<file path="src/rtl/smoldvi_pkg.sv">
// smoldvi_pkg: shared link-sequencer state encodings and TMDS control symbols
package smoldvi_pkg;
  localparam int W_SYM_DEF = 10;
  localparam logic [2:0] S_OFF        = 3'd0;
  localparam logic [2:0] S_WAIT_LOCK  = 3'd1;
  localparam logic [2:0] S_SETTLE_IN  = 3'd2;
  localparam logic [2:0] S_SETTLE_OUT = 3'd3;
  localparam logic [2:0] S_TRAIN      = 3'd4;
  localparam logic [2:0] S_RUN        = 3'd5;
  localparam logic [9:0] CTRL_00 = 10'b1101010100;
  localparam logic [9:0] CTRL_01 = 10'b0010101011;
  localparam logic [9:0] CTRL_10 = 10'b0101010100;
  localparam logic [9:0] CTRL_11 = 10'b1010101011;
endpackage

</file>
<file path="src/rtl/smoldvi_sync2.sv">
// smoldvi_sync2: two-flop synchroniser with async active-low reset to 0
module smoldvi_sync2 (
  input  logic clk,
  input  logic rst_n,
  input  logic d,
  output logic q
);
  logic m;
  // shift the async input through two flops
  always_ff @(posedge clk or negedge rst_n)
    if (!rst_n) {q, m} <= 2'b00;
    else {q, m} <= {m, d};
endmodule

</file>
<file path="src/rtl/smoldvi_link_seq.sv">
// smoldvi_link_seq: DVI gearbox bring-up, training and run sequencer
module smoldvi_link_seq import smoldvi_pkg::*; #(
  parameter int N_LANES = 3,
  parameter int W_SYM = W_SYM_DEF,
  parameter int SETTLE_CYCLES = 1024,
  parameter int TRAIN_SYMBOLS = 64
) (
  input  logic                       clk,
  input  logic                       rst_n,
  input  logic                       enable,
  input  logic                       pll_locked,
  input  logic [N_LANES*W_SYM-1:0]   sym_in,
  output logic                       sym_ack,
  output logic                       gb_rst_n_in,
  output logic                       gb_rst_n_out_req,
  output logic [N_LANES*W_SYM-1:0]   lane_din,
  output logic                       link_up,
  output logic [2:0]                 state
);
  localparam int CW = $clog2(SETTLE_CYCLES > TRAIN_SYMBOLS ? SETTLE_CYCLES : TRAIN_SYMBOLS) + 1;
  localparam logic [CW-1:0] SET_LAST = CW'(SETTLE_CYCLES - 1);
  localparam logic [CW-1:0] TRN_LAST = CW'(TRAIN_SYMBOLS - 1);
  localparam logic [N_LANES*W_SYM-1:0] IDLE = {N_LANES{W_SYM'(CTRL_00)}};
  logic lock_s, counting;
  logic [2:0] nxt;
  logic [CW-1:0] cnt;
  smoldvi_sync2 u_sync (.clk(clk), .rst_n(rst_n), .d(pll_locked), .q(lock_s));
  assign counting = state == S_SETTLE_IN || state == S_SETTLE_OUT || state == S_TRAIN;
  // next state: teardown (enable before lock) overrides any terminal count
  always_comb begin
    nxt = S_OFF;
    if (state == S_OFF) nxt = enable ? S_WAIT_LOCK : S_OFF;
    else if (state > S_RUN || !enable) nxt = S_OFF;
    else if (!lock_s) nxt = S_WAIT_LOCK;
    else
      case (state)
        S_WAIT_LOCK:  nxt = S_SETTLE_IN;
        S_SETTLE_IN:  nxt = cnt == SET_LAST ? S_SETTLE_OUT : S_SETTLE_IN;
        S_SETTLE_OUT: nxt = cnt == SET_LAST ? S_TRAIN : S_SETTLE_OUT;
        S_TRAIN:      nxt = cnt == TRN_LAST ? S_RUN : S_TRAIN;
        default:      nxt = S_RUN;
      endcase
  end
  // outputs are decoded from the next state so they change on the same edge as state
  always_ff @(posedge clk or negedge rst_n)
    if (!rst_n) begin
      state            <= S_OFF;
      cnt              <= '0;
      gb_rst_n_in      <= 1'b0;
      gb_rst_n_out_req <= 1'b0;
      link_up          <= 1'b0;
      sym_ack          <= 1'b0;
      lane_din         <= IDLE;
    end else begin
      state            <= nxt;
      cnt              <= nxt != state ? '0 : counting ? cnt + 1'b1 : cnt;
      gb_rst_n_in      <= nxt >= S_SETTLE_IN;
      gb_rst_n_out_req <= nxt >= S_SETTLE_OUT;
      link_up          <= nxt == S_RUN;
      sym_ack          <= nxt == S_RUN;
      lane_din         <= nxt == S_RUN ? sym_in : IDLE;
    end
endmodule

</file>
<file path="config.mk">
export PLATFORM = sky130hd
export DESIGN_NAME = smoldvi_link_seq
export DESIGN_NICKNAME = d
export VERILOG_FILES = /design/src/rtl/smoldvi_pkg.sv /design/src/rtl/smoldvi_sync2.sv /design/src/rtl/smoldvi_link_seq.sv
export SDC_FILE = /design/constraint.sdc
export NUM_CORES = 1
export LEC_CHECK = 0
export BUFFER_PORTS_ARGS = -buffer_cell sky130_fd_sc_hd__buf_2
export CORE_ASPECT_RATIO = 0.6
export CORE_UTILIZATION = 40
export DETAILED_ROUTE_END_ITERATION = 8
export PLACE_DENSITY_LB_ADDON = 0.05
export SETUP_SLACK_MARGIN = 0.1
export SYNTH_ARGS = -nofsm -noshare
export SYNTH_HDL_FRONTEND = slang
export SYNTH_SLANG_ARGS = --single-unit
</file>
<file path="constraint.sdc">
create_clock -name clk -period 2.1 [get_ports clk]
set_clock_uncertainty 0.1 [all_clocks]
set_input_delay 0.315 -clock clk [delete_from_list [all_inputs] [get_ports clk]]
set_output_delay 0.315 -clock clk [all_outputs]
set_load 0.01 [all_outputs]
</file>
; ---- Word-level counts from Yosys, hierarchy flattened
; Index checks and enable logic that the tools add are counted.
[word_totals]
reg_bits = 49
latchBits = 0
ramBits = 0
mem_bits_ro = 0
input_bits = 34
out_inout_bits = 37
wordCells = 37
n_memories = 0
[op_classes]
n_addsub = 1
multipliers = 0
div = 0
order_cmp = 3
n_eq_ne = 8
shifts = 0
muxes = 11
bitwise_logic = 0
reduce_logical = 6
[op_table]
columns = cell, n
row1 = two-way mux 30 bit, 1
row2 = two-way mux 11 bit, 2
row3 = two-way mux 3 bit, 4
row4 = one-hot mux 3 bit (4 select lines), 1
row5 = "adder 11 x 1 -> 11 bit, second input constant", 1
row6 = "equality test 11 x 10 -> 1 bit, second input constant", 1
row7 = "equality test 11 x 6 -> 1 bit, second input constant", 1
row8 = "equality test 3 x 2 -> 1 bit, second input constant", 2
row9 = "equality test 3 bit, second input constant", 2
row10 = ">= comparator 3 x 2 -> 1 bit, second input constant", 2
row11 = "equality test 3 x 1 -> 1 bit, second input constant", 1
row12 = "> comparator 3 bit, second input constant", 1
row13 = zero test 3 bit, 1
row14 = logical OR 1 bit, 3
row15 = two-way mux 1 bit, 3
row16 = inequality test 3 bit, 1
row17 = nonzero test 2 bit, 1
row18 = zero test 1 bit, 1

; ---- Depth between registers and ports, before layout
; Gate-level depths: netlist of the first run.
[logic_depth]
word_depth = 8
mapped_depth = 8
depth_no_buf = 6

; ---- Hierarchy
; A second synthesis of the first run with hierarchy kept.
[unflattened]
cells_unflattened = 179
hier_area_um2 = 2274.7
[modules_own_cells]
columns = module, instances, cells_each, area_per_inst_um2, seq_area_each_um2
row1 = smoldvi_link_seq, 1, 177, 2224.6, 1194.9
row2 = smoldvi_sync2, 1, 2, 50.0, 50.0

; ---- Worst setup path before layout of the first run
; Ideal clock, no wire load.
[synth_path]
path_type = register -> register
from = register cnt[0]
to = register lane_din[10]
setup_time_ns = 0.120
arrival_ns = 1.727
required_ns = 1.880
slack_ns = 0.152
stages_incl_launch_ff = 8
path_buffers = 2
synth_period_minus_slack_ns = 1.948
path_cell_list = dfrtp_1 -> ha_1 -> nor2b_1 -> a31oi_1 -> or2_1 -> clkbuf_1 -> buf_2 -> o211a_1
[synth_between]
elab_chain_cells = 8
word_cells_on_any_way = 11
classes_between = eq/ne: 3 / mux: 8
[synth_rtl]
columns = item, line
row1 = start: declaration, smoldvi_link_seq.sv:26  ; logic [CW-1:0] cnt;
row2 = start signal: assignment, smoldvi_link_seq.sv:56  ; cnt <= nxt != state ? '0 : counting ? cnt + 1'b1 : cnt;
row3 = equality test 11 x 6 -> 1 bit / equality test 11 x 10 -> 1 bit (equally long branches), "smoldvi_link_seq.sv:40, smoldvi_link_seq.sv:38, smoldvi_link_seq.sv:39"
row4 = two-way mux 1 bit (tied with other cells), smoldvi_link_seq.sv:40  ; S_TRAIN: nxt = cnt == TRN_LAST ? S_RUN : S_TRAIN;
row5 = one-hot mux 3 bit (4 select lines) *, smoldvi_link_seq.sv:36  ; case (state)
row6 = two-way mux 3 bit *, smoldvi_link_seq.sv:34  ; else if (!lock_s) nxt = S_WAIT_LOCK;
row7 = two-way mux 3 bit *, smoldvi_link_seq.sv:33  ; else if (state > S_RUN || !enable) nxt = S_OFF;
row8 = two-way mux 3 bit *, smoldvi_link_seq.sv:32  ; if (state == S_OFF) nxt = enable ? S_WAIT_LOCK : S_OFF;
row9 = equality test 3 bit *, smoldvi_link_seq.sv:61  ; lane_din <= nxt == S_RUN ? sym_in : IDLE;
row10 = two-way mux 30 bit *, smoldvi_link_seq.sv:61
row11 = end signal: assignment, smoldvi_link_seq.sv:61
row12 = end: declaration, smoldvi_link_seq.sv:16  ; output logic [N_LANES*W_SYM-1:0] lane_din,
; Mark *: on every way between the ends. The rest lies on a longest branch, timed or not.
; A chain may end at the register's enable or synchronous reset.

; ---- Worst setup path in the final report of the first run
[layout_path]
from = register cnt[0]
to = register cnt[8]
[layout_between]
elab_chain_cells = 8
word_cells_on_any_way = 14
classes_between = add/sub: 1 / eq/ne: 3 / mux: 9 / reduce/logical: 1
[layout_rtl]
columns = item, line
row1 = equality test 11 x 6 -> 1 bit / equality test 11 x 10 -> 1 bit (equally long branches), "smoldvi_link_seq.sv:40, smoldvi_link_seq.sv:38, smoldvi_link_seq.sv:39"
row2 = two-way mux 1 bit (tied with other cells), smoldvi_link_seq.sv:40
row3 = one-hot mux 3 bit (4 select lines), smoldvi_link_seq.sv:36
row4 = two-way mux 3 bit, smoldvi_link_seq.sv:34
row5 = two-way mux 3 bit, smoldvi_link_seq.sv:33
row6 = two-way mux 3 bit, smoldvi_link_seq.sv:32
row7 = inequality test 3 bit, smoldvi_link_seq.sv:56
row8 = two-way mux 11 bit / nonzero test 2 bit (equally long branches), --
; Parallel ways exist; a longest one is shown, timed or not. The select of a mux whose other input is x is not followed.

==> flow_metrics.py, run 1 <==
metrics = {
    "outcome": {
        "status": "finished clean",
    },
    "die": {
        "die_w_um": 99.36,
        "coreArea_sq_um": 5255,
        "rows": 20,
        "dieArea_sq_um": 6002,
        "start_util_pct": 43.29,
        "pin_count": 71,
        "die_y_um": 60.41,
    },
    "cells_and_area": {
        "synthToLayoutAreaGrowth_pct": 36.63,
        "drive_gt1_share_pct": 53.51,
        "nNetsFinal": 305,
        "fill_cells": 434,
        "stdcell_area_sq_um": 3108,
        "antenna_cells": 0,
        "utilization_pct": 59.14,
        "stdcell_count": 337,
    },
    "grt": {
        "grt_pass1_wl_um": 8562,
        "antenna_found_initial": 0,
        "track_usage_pct": 19.34,
        "grt_max_degree": 50,
        "grt_overflow_total": 0,
        "grt_pass1_vias": 1691,
    },
    "detailed_routing": {
        "ant_nets": 0,
        "vias": 1858,
        "wl_um": 5608,
        "dr.first_iter.drc_count": 62,
        "drcViolationCount": 0,
        "drtPass1Iterations": 4,
        "via_per_inst": 5.513,
        "wl_per_cell_um": 16.64,
    },
    "synth": {
        "synth_top_area_cell": "dfrtp_1",
        "synth_cell_types": 48,
        "synth_area_leaders": "dfrtp_1 (37%), dfstp_2 (17%), o211a_1 (6.6%), a211o_1 (5.8%), buf_2 (2.9%)",
        "netlist_area_sq_um": 2275,
        "yosysTopAreaCellShare_pct": 37.40,
        "syn_nets": 214,
        "synthArstFlopShare_pct": 100.0,
        "synth_cells": 179,
        "ys_seq_area_share_pct": 54.73,
        "ys_seq_elements": 49,
        "ys.flop_type": "dfrtp_1",
        "syn_area_per_cell_sq_um": 12.71,
        "synth_edf_count": 0,
        "yosysWarnings": 0,
    },
    "sta": {
        "setup_viol": 0,
        "worst_pin_slew_ns": 0.6755,
        "fmaxAchievable_ghz": 0.5013,
        "hold_viol": 0,
        "fin_setup_tns_ns": 0,
        "drv_slew": 0,
        "slew_headroom_pct": 54.97,
        "fin_crit_ns": 1.995,
        "post-route-period-util_pct": 94.98,
        "rsz0062_at_grt": "true",
    },
    "setup_path": {
        "worstPathRequired_ns": 2.19,
        "arrival_ns": 2.09,
        "path_class": "reg2reg",
        "worst_setup_path_end_kind": "register",
        "timing.rr.end": "cnt[8]",
        "setup.worst_path.start": "cnt[0]",
        "r2r_start": "cnt[0]",
        "ff2ff_setup_slack_ns": 0.11,
        "r2r_cells": 6,
        "crit_fanout": 6,
        "cp-start-kind": "register",
        "crit_end": "cnt[8]",
    },
    "cts": {
        "clock-sinks": 49,
        "root_buffer": "clkbuf_8",
        "holdBufCountCts": 0,
        "htreeDepth": 2,
        "clkTransAtPathRegs_ns": 0.09,
        "tritoncts": "yes",
        "cts_made_buffers": 5,
        "ctsLongestPathBuffers": 2,
        "clk_latency_ns": 0.30,
    },
    "power_and_ir_drop": {
        "p_per_area_nw_per_um2": 620.9,
        "total_power_mw": 1.930,
        "p_leak_nw": 1.589,
        "vdd_drop_max_mv": 0.4435,
    },
    "place": {
        "gp_congestion": 0.8364,
        "hpwlAfterDp_um": 3804,
        "dp.cells": 321,
        "portBuffers": 70,
        "place_area_sq_um": 2806,
    },
    "run": {
        "cap_violations": 0,
    },
    "worst_hold_path": {
        "holdCritPathClass": "in2async",
    },
}
## report_power, final
part,total [mW],internal (mW),switching (mW)
combinational,0.214,0.0987,0.115
sequential,0.961,0.953,0.00716
clock,0.755,0.432,0.324
## metal layers
metal  share of wire, %  up-vias  GRT usage (%)
met1                 50      923          27.33
met2                 44       59          28.97
met5                  0        -              0
met3                5.6        4          5.184
met4               0.78        0          7.353
li1                   -      872              -
## cell type report
type	instances	area, sq um	share of cell area [%]
clock buffer	6	93.84	3.019
clock inverter	2	38.79	1.248
inverter	1	6.256	0.2013
multi-input combinational	113	993.5	31.96
sequential	49	1245	40.06
tap	66	82.58	2.657
timing repair buffer	100	648.1	20.85
## cells by family after synthesis
group	Yosys count	share of synthesized area, %
compound gates	55	21.89
xor+xnor	9	3.465
fa+ha+maj	1	0.5500
buf+inv	18	4.510
flops	49	54.73
mux	3	1.320
simple gates	44	13.53
## synth_stat cells (all sizes together), types with 2 or more instances
| cell | instances |
|---|---|
| nand2 | 5 |
| dfrtp | 34 |
| xor2 | 5 |
| o31a | 2 |
| and4 | 3 |
| a2111oi | 3 |
| a211oi | 2 |
| a21oi | 4 |
| o211a | 15 |
| nand2b | 4 |
| dfstp | 15 |
| nor3 | 2 |
| xnor2 | 4 |
| nor4 | 11 |
| nand4 | 3 |
| a21boi | 3 |
| o21ai | 2 |
| mux2i | 3 |
| buf | 16 |
| nor2 | 3 |
| o2111ai | 2 |
| a211o | 15 |
| and3 | 2 |
## critical path, cell delays in order (launching register included)
cell and delay [ns]:
dfrtp_1 0.42, ha_1 0.22, nor2b_1 0.15, buf_4 0.15, and3_1 0.21, o31a_4 0.34, a2111oi_2 0.30
## placed cells by master, fill, tap and decap left out, types with 4 or more instances in the layout
cell       n
nand2b_1   4
buf_4     25
nor4_2     5
dfstp_2   15
o211a_1   15
nand2_1    5
dfrtp_1   34
buf_2     70
a211o_1   15
nor4_1     6
xnor2_1    4
xor2_1     5
clkbuf_8   5
## metrics by stage
stage	hold WS (ns)	worst slack, ns
2_1_floorplan	-0.08059	0.1524
3_3_place_gp	0.2405	-0.05588
3_5_place_dp	0.2347	-0.1378
4_1_cts	0.002436	0.1188
5_1_grt	0.0007252	0.01682
6_report	0.001910	0.1054
## worst min-delay path by stage
stage	start	endpoint	slack (ns)	depth (start not counted)
2_1_floorplan	rst_n	cnt[0]	-0.08	0
3_3_place_gp	u_sync.m	u_sync.q	0.24	0
3_5_place_dp	u_sync.m	u_sync.q	0.23	0
4_1_cts	pll_locked	u_sync.m	0.002	1
5_1_grt	pll_locked	u_sync.m	0.0007	1
6_report	rst_n	cnt[0]	0.002	2
## registers in the layout (all words and copies together), names as in the netlist
name	flops
gb_rst_n_in	1
u_sync.m	1
link_up	1
cnt	11
u_sync.q	1
state	3
gb_rst_n_out_req	1
lane_din	30
## timing repair
action / in CTS / in global routing
setup endpoints to repair: 28 / 43
pin swaps: 1 / 5
resized for setup: 8 / 7
buffers inserted: 0 / 5
gates cloned: 1 / 2
No activity file was read; power rests on OpenSTA's default activity.
==> inputs of run 2 (changes only) <==
SYNTH_HIERARCHICAL = 1   (was unset)
TNS_END_PERCENT = 5   (was unset)
==> run 2 against run 1 <==
- the run now ends with negative hold slack left
- sequential share of layout area is 1.9 points higher
- combinational power down 18%
- sequential power is essentially flat
- critical path depth is the same
==> flow_metrics.py, run 2 <==
metrics = {
    "synth": {
        "ys_seq_area_share_pct": 54.73,
        "ys_seq_elements": 49,
        "ys.flop_type": "dfrtp_1",
        "synthSimpleGateAreaFrac_pct": 13.53,
        "synth_area_leaders": "dfrtp_1 (37%), dfstp_2 (17%), o211a_1 (6.6%), a211o_1 (5.8%), buf_2 (2.9%)",
        "synth_cell_types": 48,
        "synth_edf_count": 0,
        "synth_fa_ha_area_share_pct": 0.5501,
        "synth_top_family_by_area": "compound AO/OA/AOI/OAI gates",
        "synth_xor_area_share_pct": 3.465,
        "yosysWarnings": 6,
        "yosysMostFrequentCell": "dfrtp_1",
        "synth_mux_area_share_pct": 1.320,
        "syn_area_per_cell_sq_um": 12.71,
        "synth_top_area_cell": "dfrtp_1",
        "yosysTopAreaCellShare_pct": 37.40,
        "synthArstFlopShare_pct": 100.0,
        "synth_cells": 179,
        "synth_common_cells": "dfrtp_1 (34), a211o_1 (15), dfstp_2 (15), o211a_1 (15), buf_2 (13)",
        "synth_compound_area_share_pct": 21.89,
        "syn_nets": 214,
        "netlist_area_sq_um": 2275,
    },
    "setup_path": {
        "worstPathRequired_ns": 2.19,
        "path_class": "reg2reg",
        "worst_setup_path_end_kind": "register",
        "arrival_ns": 2.09,
        "crit_fanout": 11,
        "cp-start-kind": "register",
    },
    "die": {
        "start_util_pct": 43.29,
        "pin_count": 71,
        "rows": 20,
        "die_w_um": 99.36,
        "dieArea_sq_um": 6002,
        "die_y_um": 60.41,
        "coreArea_sq_um": 5255,
    },
    "cts": {
        "holdBufCountCts": 0,
        "tritoncts": "yes",
        "cts_made_buffers": 5,
        "clock-sinks": 49,
        "ctsLongestPathBuffers": 2,
        "clkTransAtPathRegs_ns": 0.09,
        "clk_latency_ns": 0.30,
        "htreeDepth": 2,
        "root_buffer": "clkbuf_8",
    },
    "cells_and_area": {
        "mostFrequentLayoutCell": "buf_2",
        "largest_register_ffs": 30,
        "top_regs": "lane_din x30, cnt x11, state x3",
        "nNetsFinal": 297,
        "drive_gt1_share_pct": 50.95,
        "antenna_cells": 0,
        "regMostFlops": "lane_din",
        "final_cell_mix": "buf_2 (70), dfrtp_1 (34), buf_4 (21)",
        "utilization_pct": 56.50,
        "synthToLayoutAreaGrowth_pct": 30.53,
    },
    "power_and_ir_drop": {
        "vdd_drop_max_mv": 0.4378,
        "p_leak_nw": 1.525,
        "p_per_area_nw_per_um2": 637.7,
    },
    "detailed_routing": {
        "via_per_inst": 5.502,
        "wl_per_cell_um": 16.23,
        "dr.first_iter.drc_count": 61,
        "drtPass1Iterations": 4,
        "vias": 1810,
        "ant_nets": 0,
        "wl_um": 5339,
        "drcViolationCount": 0,
    },
    "grt": {
        "antenna_found_initial": 0,
        "busiest_layer": "met2",
        "grt_max_degree": 50,
        "grt_pass1_vias": 1686,
        "use_met1_pct": 26.81,
        "grt_util_met2_pct": 28.87,
        "track_usage_pct": 19.16,
        "grt_overflow_total": 0,
        "grt_pass1_wl_um": 8493,
        "grt_use_met3_pct": 5.300,
    },
    "sta": {
        "fin_crit_ns": 2.001,
        "setup_viol": 0,
        "post-route-period-util_pct": 95.27,
        "whs_ns": -0.00004641,
        "hold_viol": 1,
        "rsz0062_at_grt": "true",
        "worst_pin_slew_ns": 0.6792,
        "drv_slew": 0,
        "slew_headroom_pct": 54.72,
        "fmaxAchievable_ghz": 0.4998,
    },
    "place": {
        "portBuffers": 70,
        "hpwlAfterDp_um": 3804,
        "gp_congestion": 0.8364,
    },
    "outcome": {
        "violations": "negative hold slack",
        "status": "complete, but fails checks",
    },
    "worst_hold_path": {
        "holdCritPathClass": "in2async",
    },
    "run": {
        "cap_violations": 0,
    },
}
-- run 2: path summary, 6_finish.rpt --
| path | endpoint | start | slack, ns | cells past startpoint |
|---|---|---|---|---|
| max | cnt[8] | cnt[0] | 0.1 | 6 |
| max in group asynchronous | state[1] | rst_n | 1.51 | 2 |
| min | lane_din[5] | rst_n | -0.00005 | 2 |
| min reg2reg | u_sync/q | u_sync/m | 0.25 | 0 |
| max reg2reg | cnt[8] | cnt[0] | 0.1 | 6 |
| min in group clk | u_sync/m | pll_locked | 0.02 | 1 |
-- run 2: layout make-up --
type	instances	area (sq um)
clock buffer	6	93.84
clock inverter	2	38.79
fill	456	2286
inverter	1	3.754
multi-input combinational	112	957.2
sequential	49	1245
tap	66	82.58
timing repair buffer	93	548.0
-- run 2: routing by layer --
layer  vias to the layer above  wire length (um)
met5                         -                 0
met4                         0                31
met3                         2               311
met2                        53              2380
met1                       903              2614
li1                        852                 -
-- run 2: critical path, cell delays in order, from the launching register on --
cell	delay [ns]
dfrtp_1	0.42
ha_1	0.22
nor2b_1	0.15
buf_4	0.15
and3_1	0.19
o31a_4	0.36
a2111oi_2	0.31
-- run 2: metrics by stage --
| step | setup slack [ns] | instances | TNS [ns] | power, mW | cell area [sq um] |
|---|---|---|---|---|---|
| after floorplan | 0.1524 | 179 | 0 | 1.061 | 2275 |
| after detailed placement | -0.1378 | 321 | -1.714 | 1.148 | 2806 |
| after global routing | 0.0008282 | 329 | 0 | 1.980 | 2969 |
| final | 0.09923 | 329 | 0 | 1.893 | 2969 |
| after CTS | 0.09301 | 329 | 0 | 1.919 | 2969 |
| after global placement | -0.05588 | 321 | -0.3682 | 1.142 | 2806 |
-- run 2: where the power goes --
part,switching (mW),total [mW],internal [mW]
Sequential,0.00706,0.961,0.954
Clock,0.325,0.757,0.432
Combinational,0.105,0.176,0.0707
-- run 2: cells by family after synthesis --
kind of cell	after synthesis
XOR/XNOR	9
AND/OR/NAND/NOR	44
buffers and inverters	18
adder cells (fa/ha/maj)	1
AO/OA/AOI/OAI	55
multiplexers	3
flip-flops	49
-- run 2: timing repair --
item	CTS	global route
gates resized for setup	8	0
pin swaps	1	0
setup buffers	0	0
endpoints found under the hold margin	0	0
setup endpoints to repair	28	43
==> inputs of run 3 (changes only) <==
SYNTH_HIERARCHICAL = unset   (was 1)
==> run 3 against run 2 <==
- the run still ends with negative hold slack left
- clock power barely moved
- fmax did not move
- sequential power barely moved
- clock-buffer cell count did not move
- worst hold slack did not move
- cell count did not move
- die area did not move
- global-route usage did not move
==> flow_metrics.py, run 3 (synthesis gave the netlist of run 1 again) <==
metrics = {
    "outcome": {
        "status": "complete, but fails checks",
        "violations": "negative hold slack",
    },
    "cells_and_area": {
        "utilization_pct": 56.50,
        "fill_cells": 456,
        "multi_input_area_sq_um": 957.2,
        "synthToLayoutAreaGrowth_pct": 30.53,
        "regMostFlops": "lane_din",
        "ff_latch_area_sq_um": 1245,
        "mostFrequentLayoutCell": "buf_2",
        "final_cell_mix": "buf_2 (70), dfrtp_1 (34), buf_4 (21)",
        "drive_gt1_share_pct": 50.95,
        "largest_register_ffs": 30,
        "antenna_cells": 0,
        "top_regs": "lane_din x30, cnt x11, state x3",
        "stdcell_area_sq_um": 2969,
        "nNetsFinal": 297,
    },
    "grt": {
        "antenna_found_initial": 0,
        "track_usage_pct": 19.16,
        "grt_overflow_total": 0,
        "grt_max_degree": 50,
        "grt_util_met2_pct": 28.87,
        "grt_pass1_wl_um": 8493,
        "grt_pass1_vias": 1686,
        "busiest_layer": "met2",
        "grt_use_met3_pct": 5.300,
        "use_met1_pct": 26.81,
    },
    "sta": {
        "whs_ns": -0.00004641,
        "post-route-period-util_pct": 95.27,
        "fmaxAchievable_ghz": 0.4998,
        "hold_viol": 1,
        "setup_viol": 0,
        "worst_pin_slew_ns": 0.6792,
        "rsz0062_at_grt": "true",
        "slew_headroom_pct": 54.72,
        "drv_slew": 0,
        "fin_crit_ns": 2.001,
    },
    "place": {
        "portBuffers": 70,
        "place_area_sq_um": 2806,
        "gp_congestion": 0.8364,
        "hpwlAfterDp_um": 3804,
    },
    "cts": {
        "clk_latency_ns": 0.30,
        "cts_setup_buffers": 0,
        "clkTransAtPathRegs_ns": 0.09,
        "cts_made_buffers": 5,
        "clock-sinks": 49,
        "ctsLongestPathBuffers": 2,
        "root_buffer": "clkbuf_8",
        "htreeDepth": 2,
        "tritoncts": "yes",
    },
    "setup_path": {
        "r2r_cells": 6,
        "timing.rr.end": "cnt[8]",
        "r2r_start": "cnt[0]",
        "cp-start-kind": "register",
        "crit_fanout": 11,
        "worst_setup_path_end_kind": "register",
        "ff2ff_setup_slack_ns": 0.1,
        "path_class": "reg2reg",
        "arrival_ns": 2.09,
        "worstPathRequired_ns": 2.19,
    },
    "power_and_ir_drop": {
        "p_per_area_nw_per_um2": 637.7,
        "p_leak_nw": 1.525,
        "vdd_drop_max_mv": 0.4378,
    },
    "detailed_routing": {
        "dr.first_iter.drc_count": 61,
        "vias": 1810,
        "drtPass1Iterations": 4,
        "ant_nets": 0,
        "wl_um": 5339,
        "wl_per_cell_um": 16.23,
        "drcViolationCount": 0,
        "via_per_inst": 5.502,
    },
    "die": {
        "rows": 20,
        "pin_count": 71,
        "start_util_pct": 43.29,
        "coreArea_sq_um": 5255,
        "die_w_um": 99.36,
        "dieArea_sq_um": 6002,
        "die_y_um": 60.41,
    },
    "worst_hold_path": {
        "holdCritPathClass": "in2async",
    },
    "run": {
        "cap_violations": 0,
    },
}
[run 3: report_power, final]
part,switching [mW],internal (mW)
clock network,0.325,0.432
logic,0.105,0.0707
registers,0.00706,0.954
total,0.438,1.46
[run 3: critical path, stage by stage (launching register included)]
cell and delay, ns:
dfrtp_1 0.42, ha_1 0.22, nor2b_1 0.15, buf_4 0.15, and3_1 0.19, o31a_4 0.36
a2111oi_2 0.31
[run 3: metal layers]
layer	share of wire [%]	up-vias
li1	-	852
met1	49	903
met2	45	53
met3	5.8	2
met4	0.58	0
met5	0	-
[run 3: metrics by stage]
step / power, mW / setup TNS [ns] / setup slack (ns) / hold WS (ns) / instances
2_1_floorplan: 1.061 / 0 / 0.1524 / -0.08059 / 179
3_3_place_gp: 1.142 / -0.3682 / -0.05588 / 0.2405 / 321
3_5_place_dp: 1.148 / -1.714 / -0.1378 / 0.2347 / 321
4_1_cts: 1.919 / 0 / 0.09301 / 0.002436 / 329
5_1_grt: 1.980 / 0 / 0.0008282 / 0.0007252 / 329
6_report: 1.893 / 0 / 0.09923 / -0.00004641 / 329
[run 3: worst max-delay path by stage]
stage                     startpoint          endpoint  slack [ns]
final                         cnt[0]            cnt[8]         0.1
after global routing        state[0]            cnt[9]      0.0008
after CTS                     cnt[0]            cnt[8]        0.09
after detailed placement      cnt[0]  gb_rst_n_out_req       -0.14
after global placement        cnt[0]  gb_rst_n_out_req       -0.06
after floorplan               cnt[0]      lane_din[10]        0.15
[run 3: area by class of cell]
class | instances | area share [%]
clock buffers | 6 | 3.161
clock inverters | 2 | 1.306
inverters | 1 | 0.1264
multi-input cells | 112 | 32.24
flip-flops and latches | 49 | 41.93
well taps | 66 | 2.781
repair buffers | 93 | 18.46
[run 3: timing repair]
action	4_1_cts	5_1_grt
resized for setup	8	0
hold buffers	0	0
cloned	0	0
pin swaps	1	0
endpoints found under the setup margin	28	43
